**src/rtl/irq_ctrl_pkg.sv**
```systemverilog
// Shared definitions for the interrupt controller: register decode,
// byte offsets for software and benches, and ID word layout.
package irq_ctrl_pkg;

  // Widest source vector the controller supports.
  localparam int unsigned MAX_SRC = 16;

  // Register index as decoded from addr[4:2].
  typedef enum logic [2:0] {
    REG_STATUS = 3'd0,
    REG_RAW    = 3'd1,
    REG_ENABLE = 3'd2,
    REG_FIQSEL = 3'd3,
    REG_CLEAR  = 3'd4,
    REG_SET    = 3'd5,
    REG_IRQ_ID = 3'd6,
    REG_FIQ_ID = 3'd7
  } reg_sel_e;

  // Byte offsets of each register within the controller window.
  localparam logic [31:0] OFS_STATUS = 32'h0000_0000;
  localparam logic [31:0] OFS_RAW    = 32'h0000_0004;
  localparam logic [31:0] OFS_ENABLE = 32'h0000_0008;
  localparam logic [31:0] OFS_FIQSEL = 32'h0000_000C;
  localparam logic [31:0] OFS_CLEAR  = 32'h0000_0010;
  localparam logic [31:0] OFS_SET    = 32'h0000_0014;
  localparam logic [31:0] OFS_IRQ_ID = 32'h0000_0018;
  localparam logic [31:0] OFS_FIQ_ID = 32'h0000_001C;

  // ID word layout: a valid flag at the top and the source index at the bottom.
  localparam int unsigned ID_VALID_BIT = 31;
  localparam int unsigned ID_IDX_LSB   = 0;
  localparam int unsigned ID_IDX_W     = 4;

  // Build an ID word naming the lowest set bit of vec; all zero if none set.
  function automatic logic [31:0] lowest_id(input logic [MAX_SRC-1:0] vec);
    logic [31:0] id;
    id = 32'h0000_0000;
    // Scan downwards so the lowest active index is the last one written.
    for (int i = MAX_SRC - 1; i >= 0; i--) begin
      if (vec[i]) begin
        id = 32'h0000_0000;
        id[ID_VALID_BIT] = 1'b1;
        id[ID_IDX_LSB +: ID_IDX_W] = i[ID_IDX_W-1:0];
      end
    end
    return id;
  endfunction

endpackage

```
**src/rtl/irq_ctrl_sync_edge.sv**
```systemverilog
// Per-source two-flop synchronizer followed by a rising-edge detector.
// Sources are asynchronous to clk; only the synchronized copies are used.
module irq_sync_edge #(
  parameter int NSRC = 8
) (
  input  logic            clk,
  input  logic            reset,
  input  logic [NSRC-1:0] i_src,
  output logic [NSRC-1:0] o_rise
);

  logic [NSRC-1:0] r_sync1;
  logic [NSRC-1:0] r_sync2;
  logic [NSRC-1:0] r_sync3;

  // Metastability chain plus one extra stage that remembers the previous level.
  always_ff @(posedge clk or posedge reset) begin
    if (reset) begin
      r_sync1 <= {NSRC{1'b0}};
      r_sync2 <= {NSRC{1'b0}};
      r_sync3 <= {NSRC{1'b0}};
    end else begin
      r_sync1 <= i_src;
      r_sync2 <= r_sync1;
      r_sync3 <= r_sync2;
    end
  end

  // A source held high across reset release shows up as a fresh edge,
  // because all three stages start from zero.
  assign o_rise = r_sync2 & ~r_sync3;

endmodule

```
**src/rtl/irq_ctrl.sv**
```systemverilog
// Interrupt controller: latches rising edges of NSRC sources into pending
// bits, masks and routes them to a normal (irq) or fast (firq) request, and
// exposes everything through a small word-addressed register window.
module irq_ctrl
  import irq_ctrl_pkg::*;
#(
  parameter int NSRC = 8
) (
  input  logic            clk,
  input  logic            reset,
  input  logic            sel,
  input  logic            we,
  input  logic [31:0]     addr,
  input  logic [31:0]     write_data,
  output logic [31:0]     read_data,
  input  logic [NSRC-1:0] src,
  output logic            irq,
  output logic            firq
);

  // Architectural state.
  logic [NSRC-1:0] r_pending;
  logic [NSRC-1:0] r_enable;
  logic [NSRC-1:0] r_fiqsel;
  logic            r_irq;
  logic            r_firq;

  // Bus decode and next-state helpers.
  reg_sel_e        w_reg;
  logic            w_wr;
  logic            w_wr_enable;
  logic            w_wr_fiqsel;
  logic [NSRC-1:0] w_clr_mask;
  logic [NSRC-1:0] w_set_mask;
  logic [NSRC-1:0] w_rise;
  logic [NSRC-1:0] w_pending_nxt;

  // Request candidates and their ID words.
  logic [NSRC-1:0]    w_irq_cand;
  logic [NSRC-1:0]    w_fiq_cand;
  logic [MAX_SRC-1:0] w_irq_cand_ext;
  logic [MAX_SRC-1:0] w_fiq_cand_ext;
  logic [31:0]        w_irq_id;
  logic [31:0]        w_fiq_id;

  // Address bits outside addr[4:2] and data bits above the field are ignored.
  logic w_unused;
  assign w_unused = ^{addr[31:5], addr[1:0], write_data[31:NSRC]};

  irq_sync_edge #(
    .NSRC (NSRC)
  ) u_sync_edge (
    .clk    (clk),
    .reset  (reset),
    .i_src  (src),
    .o_rise (w_rise)
  );

  assign w_reg = reg_sel_e'(addr[4:2]);
  assign w_wr  = sel & we;

  // Decode a bus write into register strobes and pending set/clear masks.
  always_comb begin
    w_wr_enable = 1'b0;
    w_wr_fiqsel = 1'b0;
    w_clr_mask  = {NSRC{1'b0}};
    w_set_mask  = {NSRC{1'b0}};
    if (w_wr) begin
      case (w_reg)
        REG_ENABLE: w_wr_enable = 1'b1;
        REG_FIQSEL: w_wr_fiqsel = 1'b1;
        REG_CLEAR:  w_clr_mask  = write_data[NSRC-1:0];
        REG_SET:    w_set_mask  = write_data[NSRC-1:0];
        default: begin
          // Read-only registers ignore writes.
          w_wr_enable = 1'b0;
          w_wr_fiqsel = 1'b0;
        end
      endcase
    end else begin
      w_wr_enable = 1'b0;
      w_wr_fiqsel = 1'b0;
    end
  end

  // Clear is applied first so a coincident edge or SET always wins.
  assign w_pending_nxt = (r_pending & ~w_clr_mask) | w_set_mask | w_rise;

  // Pending, enable and route registers.
  always_ff @(posedge clk or posedge reset) begin
    if (reset) begin
      r_pending <= {NSRC{1'b0}};
      r_enable  <= {NSRC{1'b0}};
      r_fiqsel  <= {NSRC{1'b0}};
    end else begin
      r_pending <= w_pending_nxt;
      if (w_wr_enable) begin
        r_enable <= write_data[NSRC-1:0];
      end
      if (w_wr_fiqsel) begin
        r_fiqsel <= write_data[NSRC-1:0];
      end
    end
  end

  assign w_irq_cand = r_pending & r_enable & ~r_fiqsel;
  assign w_fiq_cand = r_pending & r_enable &  r_fiqsel;

  // Registered requests: one cycle after pending/enable/route change.
  always_ff @(posedge clk or posedge reset) begin
    if (reset) begin
      r_irq  <= 1'b0;
      r_firq <= 1'b0;
    end else begin
      r_irq  <= |w_irq_cand;
      r_firq <= |w_fiq_cand;
    end
  end

  assign irq  = r_irq;
  assign firq = r_firq;

  // Widen candidate vectors to the fixed width the ID helper expects.
  always_comb begin
    w_irq_cand_ext = {MAX_SRC{1'b0}};
    w_fiq_cand_ext = {MAX_SRC{1'b0}};
    w_irq_cand_ext[NSRC-1:0] = w_irq_cand;
    w_fiq_cand_ext[NSRC-1:0] = w_fiq_cand;
  end

  assign w_irq_id = lowest_id(w_irq_cand_ext);
  assign w_fiq_id = lowest_id(w_fiq_cand_ext);

  // Combinational read mux; reads see register state before any same-cycle write.
  always_comb begin
    read_data = 32'h0000_0000;
    if (sel) begin
      case (w_reg)
        REG_STATUS: read_data[NSRC-1:0] = r_pending & r_enable;
        REG_RAW:    read_data[NSRC-1:0] = r_pending;
        REG_ENABLE: read_data[NSRC-1:0] = r_enable;
        REG_FIQSEL: read_data[NSRC-1:0] = r_fiqsel;
        REG_IRQ_ID: read_data = w_irq_id;
        REG_FIQ_ID: read_data = w_fiq_id;
        default:    read_data = 32'h0000_0000;
      endcase
    end else begin
      read_data = 32'h0000_0000;
    end
  end

endmodule
```
**config.mk**
```make
export PLATFORM = sky130hd
export DESIGN_NAME = irq_ctrl
export DESIGN_NICKNAME = d
export VERILOG_FILES = /design/src/rtl/irq_ctrl_pkg.sv /design/src/rtl/irq_ctrl_sync_edge.sv /design/src/rtl/irq_ctrl.sv
export SDC_FILE = /design/constraint.sdc
export NUM_CORES = 1
export LEC_CHECK = 0
export CORE_MARGIN = 1
export CORE_UTILIZATION = 41
export CTS_CLUSTER_DIAMETER = 60
export DETAILED_ROUTE_END_ITERATION = 10
export GPL_TIMING_DRIVEN = 1
export PLACE_DENSITY = 0.86
export SYNTH_ARGS = -nofsm -noshare
export SYNTH_HDL_FRONTEND = slang
export SYNTH_SLANG_ARGS = --single-unit
```
**constraint.sdc**
```tcl
create_clock -name clk -period 1.9 [get_ports clk]
set_input_delay 0.38 -clock clk [delete_from_list [all_inputs] [get_ports clk]]
set_output_delay 0.38 -clock clk [all_outputs]
set_load 0.05 [all_outputs]
```
==> flow_metrics.tcl <==
set metrics [dict create \
    status "finished with violations" \
    failed_checks "setup timing" \
    die_area_um2 6063 \
    synth_area_um2 2360 \
    synthXorXnorAreaFrac_pct 0 \
    max_freq_mhz 457.2 \
    yosys.area_share.simple_pct 16.44 \
    grt_overflow 0 \
    drv_cap 0 \
    fill_cells 470 \
    synthMuxAreaShare_pct 11.03 \
    synth.top_cell.area_share_pct 53.02 \
    hold_viol_final 0 \
    route.detailed.drc 0 \
    io_buffers 33 \
    synth.area.top_cells "dfrtp_1 (53%), mux2_2 (7.6%), buf_4 (7.3%), mux2i_1 (3.4%), o21ai_0 (2.8%)" \
    cpMaxStageDelayCell "dfrtp_1" \
    period_minus_slack_ps 2187 \
    cts_root_buf "clkbuf_8" \
    slew_headroom_pct 66.28 \
    dieHeight_um 77.87 \
    cellPowerDensity_nw_per_um2 891.5 \
    synthFlopType "dfrtp_1" \
    syn_inst 210 \
    drt-pass1-iter-count 4 \
    antenna_found_initial 0 \
    syn2layout_area_growth_pct 37.75 \
    setup_viol 4 \
    start_util_pct 42.59 \
    ys_ff_latch 50 \
    synth_compound_area_share_pct 9.968 \
    h-tree-depth 2 \
    rsz0062_at_grt "true" \
    crit_fanout 4 \
    slew_violations 0 \
    instances_no_fill 359 \
    clock_latency_ps 290 \
    place.gp.congestion 0.8528 \
    grt_pass1_vias 1861 \
    synth-adder-area-share_pct 0 \
    layout_setup_ws_ps -287.1 \
    antenna_cells 0 \
    final_nets 364 \
    hold_path_class "flip-flop to flip-flop" \
    cts_buffers 5 \
    clk_pin_slew_ps 80 \
    synth_top_family_by_area "simple AND/OR/NAND/NOR gates" \
    ys_types 42 \
    yosysSeqAreaShare_pct 53.02 \
    start_kind "flip-flop" \
    drive_gt1_share_pct 34.84 \
    synth_edf_count 0 \
    ios 110 \
    ctsLongestPathBuffers 2 \
    yosysTopAreaCell "dfrtp_1" \
    synthArstFlopShare_pct 100.0 \
    cp.required_ps 1520 \
    coreArea_um2 5540 \
    avgSynthCellArea_um2 11.24 \
    p_leak_nw 1.506 \
    drtIter0Drc 79 \
    clock_sinks 50 \
    final_core_util_pct 58.67 \
    track_usage_pct 18.81 \
    avgViaCountPerCell 5.061 \
    vias 1817 \
    die_w_um 77.87 \
    hold_buffers 0 \
    endpoint_kind "output port" \
    path_class "flip-flop to output port" \
    fin_skew_ps 8.923 \
    ir_worst_vdd_mv 0.3917 \
    grt_max_degree 51 \
    dp_hpwl_um 3818 \
    post-route-period-util_pct 115.1 \
    wl_per_cell_um 14.69 \
    ant_nets 0 \
    path_cells "and3_4 -> nor4_4 -> buf_4 -> nor4_2 -> a211o_1 -> buf_12" \
    place_inst 340 \
    arrival_ps 1810 \
    yosys_warnings 0 \
    grt_pass1_wl_um 8625 \
    cts_tree "yes" \
    tightest_slew_ps 504.3 \
    row_count 27 \
    slowest_delay_ps 430 \
    routed_wl_um 5274 \
]
==> path summary, 6_finish.rpt <==
check / start / to / slack, ps / cells after the start
setup / recovery: r_enable[7] / read_data[2] / -290 / 6
hold / removal: u_sync_edge.r_sync1[7] / u_sync_edge.r_sync2[7] / 350 / 0
setup reg to reg: r_enable[7] / firq / 600 / 5
hold reg to reg: u_sync_edge.r_sync1[7] / u_sync_edge.r_sync2[7] / 350 / 0
max in group asynchronous: reset / u_sync_edge.r_sync2[3] / 1250 / 3
min in group asynchronous: reset / r_enable[1] / 440 / 3
==> flip-flops by register name, summed over array words and instances (netlist names) <==
name and count:
irq 1, u_sync_edge.r_sync2 8, r_pending 8, r_enable 8, firq 1, u_sync_edge.r_sync3 8, u_sync_edge.r_sync1 8, r_fiqsel 8
==> what timing repair did <==
action / in CTS / in global routing
setup endpoints to repair: 15 / 8
gates resized for setup: 23 / 9
pin swaps: 13 / 3
setup buffers: 12 / 1
gates cloned: 0 / 0
==> report_power, final <==
group	switching, mW	total [mW]	internal [mW]
Combinational	0.545	1.02	0.478
Clock	0.307	0.588	0.281
Sequential	0.0959	1.29	1.19
Total	0.948	2.90	1.95
==> cell usage in the layout (no fill, tap or decap), types with 3 or more instances in the layout <==
cell type	netlist	routed
o22ai_1	6	4
nor2_1	11	9
nand3_2	0	3
dfrtp_1	50	50
nand2_1	14	14
clkbuf_8	0	6
buf_12	0	7
inv_1	9	8
and3_4	0	4
nand3_1	9	6
conb_1	1	23
o21ai_0	13	12
nand3b_1	6	6
mux2_2	16	16
o221ai_1	3	3
and3b_1	3	3
buf_6	0	4
clkdlybuf4s50_1	0	20
mux2i_1	8	8
buf_4	23	40
==> cell families after synthesis <==
logic type      count (synthesis)
simple gates                   65
flops                          50
buf+inv                        36
compound gates                 34
mux                            24
other cells                     1
==> routing by layer <==
metal	global-route usage, %	vias to the layer above	wire length (um)
li1	-	857	-
met1	23.33	900	2351
met2	31.50	51	2591
met3	4.235	9	242
met4	7.736	0	87
met5	0	-	0
==> area by class of cell <==
| cell class | instances | area (um2) | share of cell area, % |
|---|---|---|---|
| Multi-Input combinational cell | 146 | 1064 | 32.72 |
| Sequential cell | 50 | 1251 | 38.49 |
| Clock buffer | 6 | 82.58 | 2.540 |
| Timing Repair Buffer | 76 | 729.5 | 22.44 |
| Tap cell | 72 | 90.09 | 2.771 |
| Inverter | 9 | 33.78 | 1.039 |
==> synthesized netlist by cell type (2+ instances only) <==
| library cell | count |
|---|---|
| inv_1 | 9 |
| nor4_1 | 2 |
| o211ai_1 | 2 |
| o221ai_1 | 3 |
| dfrtp_1 | 50 |
| o22ai_1 | 6 |
| nand2_1 | 14 |
| and3b_1 | 3 |
| and3_2 | 2 |
| buf_4 | 23 |
| clkbuf_1 | 4 |
| and3_1 | 4 |
| mux2_2 | 16 |
| o21ai_0 | 13 |
| mux2i_1 | 8 |
| nand3_1 | 9 |
| and4_1 | 2 |
| nor2_1 | 11 |
| nand3b_1 | 6 |
==> metrics by stage <==
stage | setup TNS (ps) | power, mW | hold WS, ps | area, um2 | worst slack (ps)
global placement | -6919 | 2.156 | 331.2 | 2974 | -422.5
CTS | -1131 | 2.887 | 352.9 | 3213 | -320.2
detailed placement | -7556 | 2.181 | 334.7 | 2974 | -436.5
finish | -1099 | 2.898 | 347.5 | 3251 | -287.1
floorplan | 0 | 1.874 | 331.2 | 2451 | 15.05
global route | -1405 | 3.051 | 362.7 | 3251 | -379.6
==> worst max-delay path, delay by kind of cell, from the launching register on <==
family | cells | cell delay, ps
AO/OA/AOI/OAI | 1 | 270
buffers and inverters | 2 | 320
flip-flops | 1 | 430
AND/OR/NAND/NOR | 3 | 480
Power figures use the tool's default switching activity.
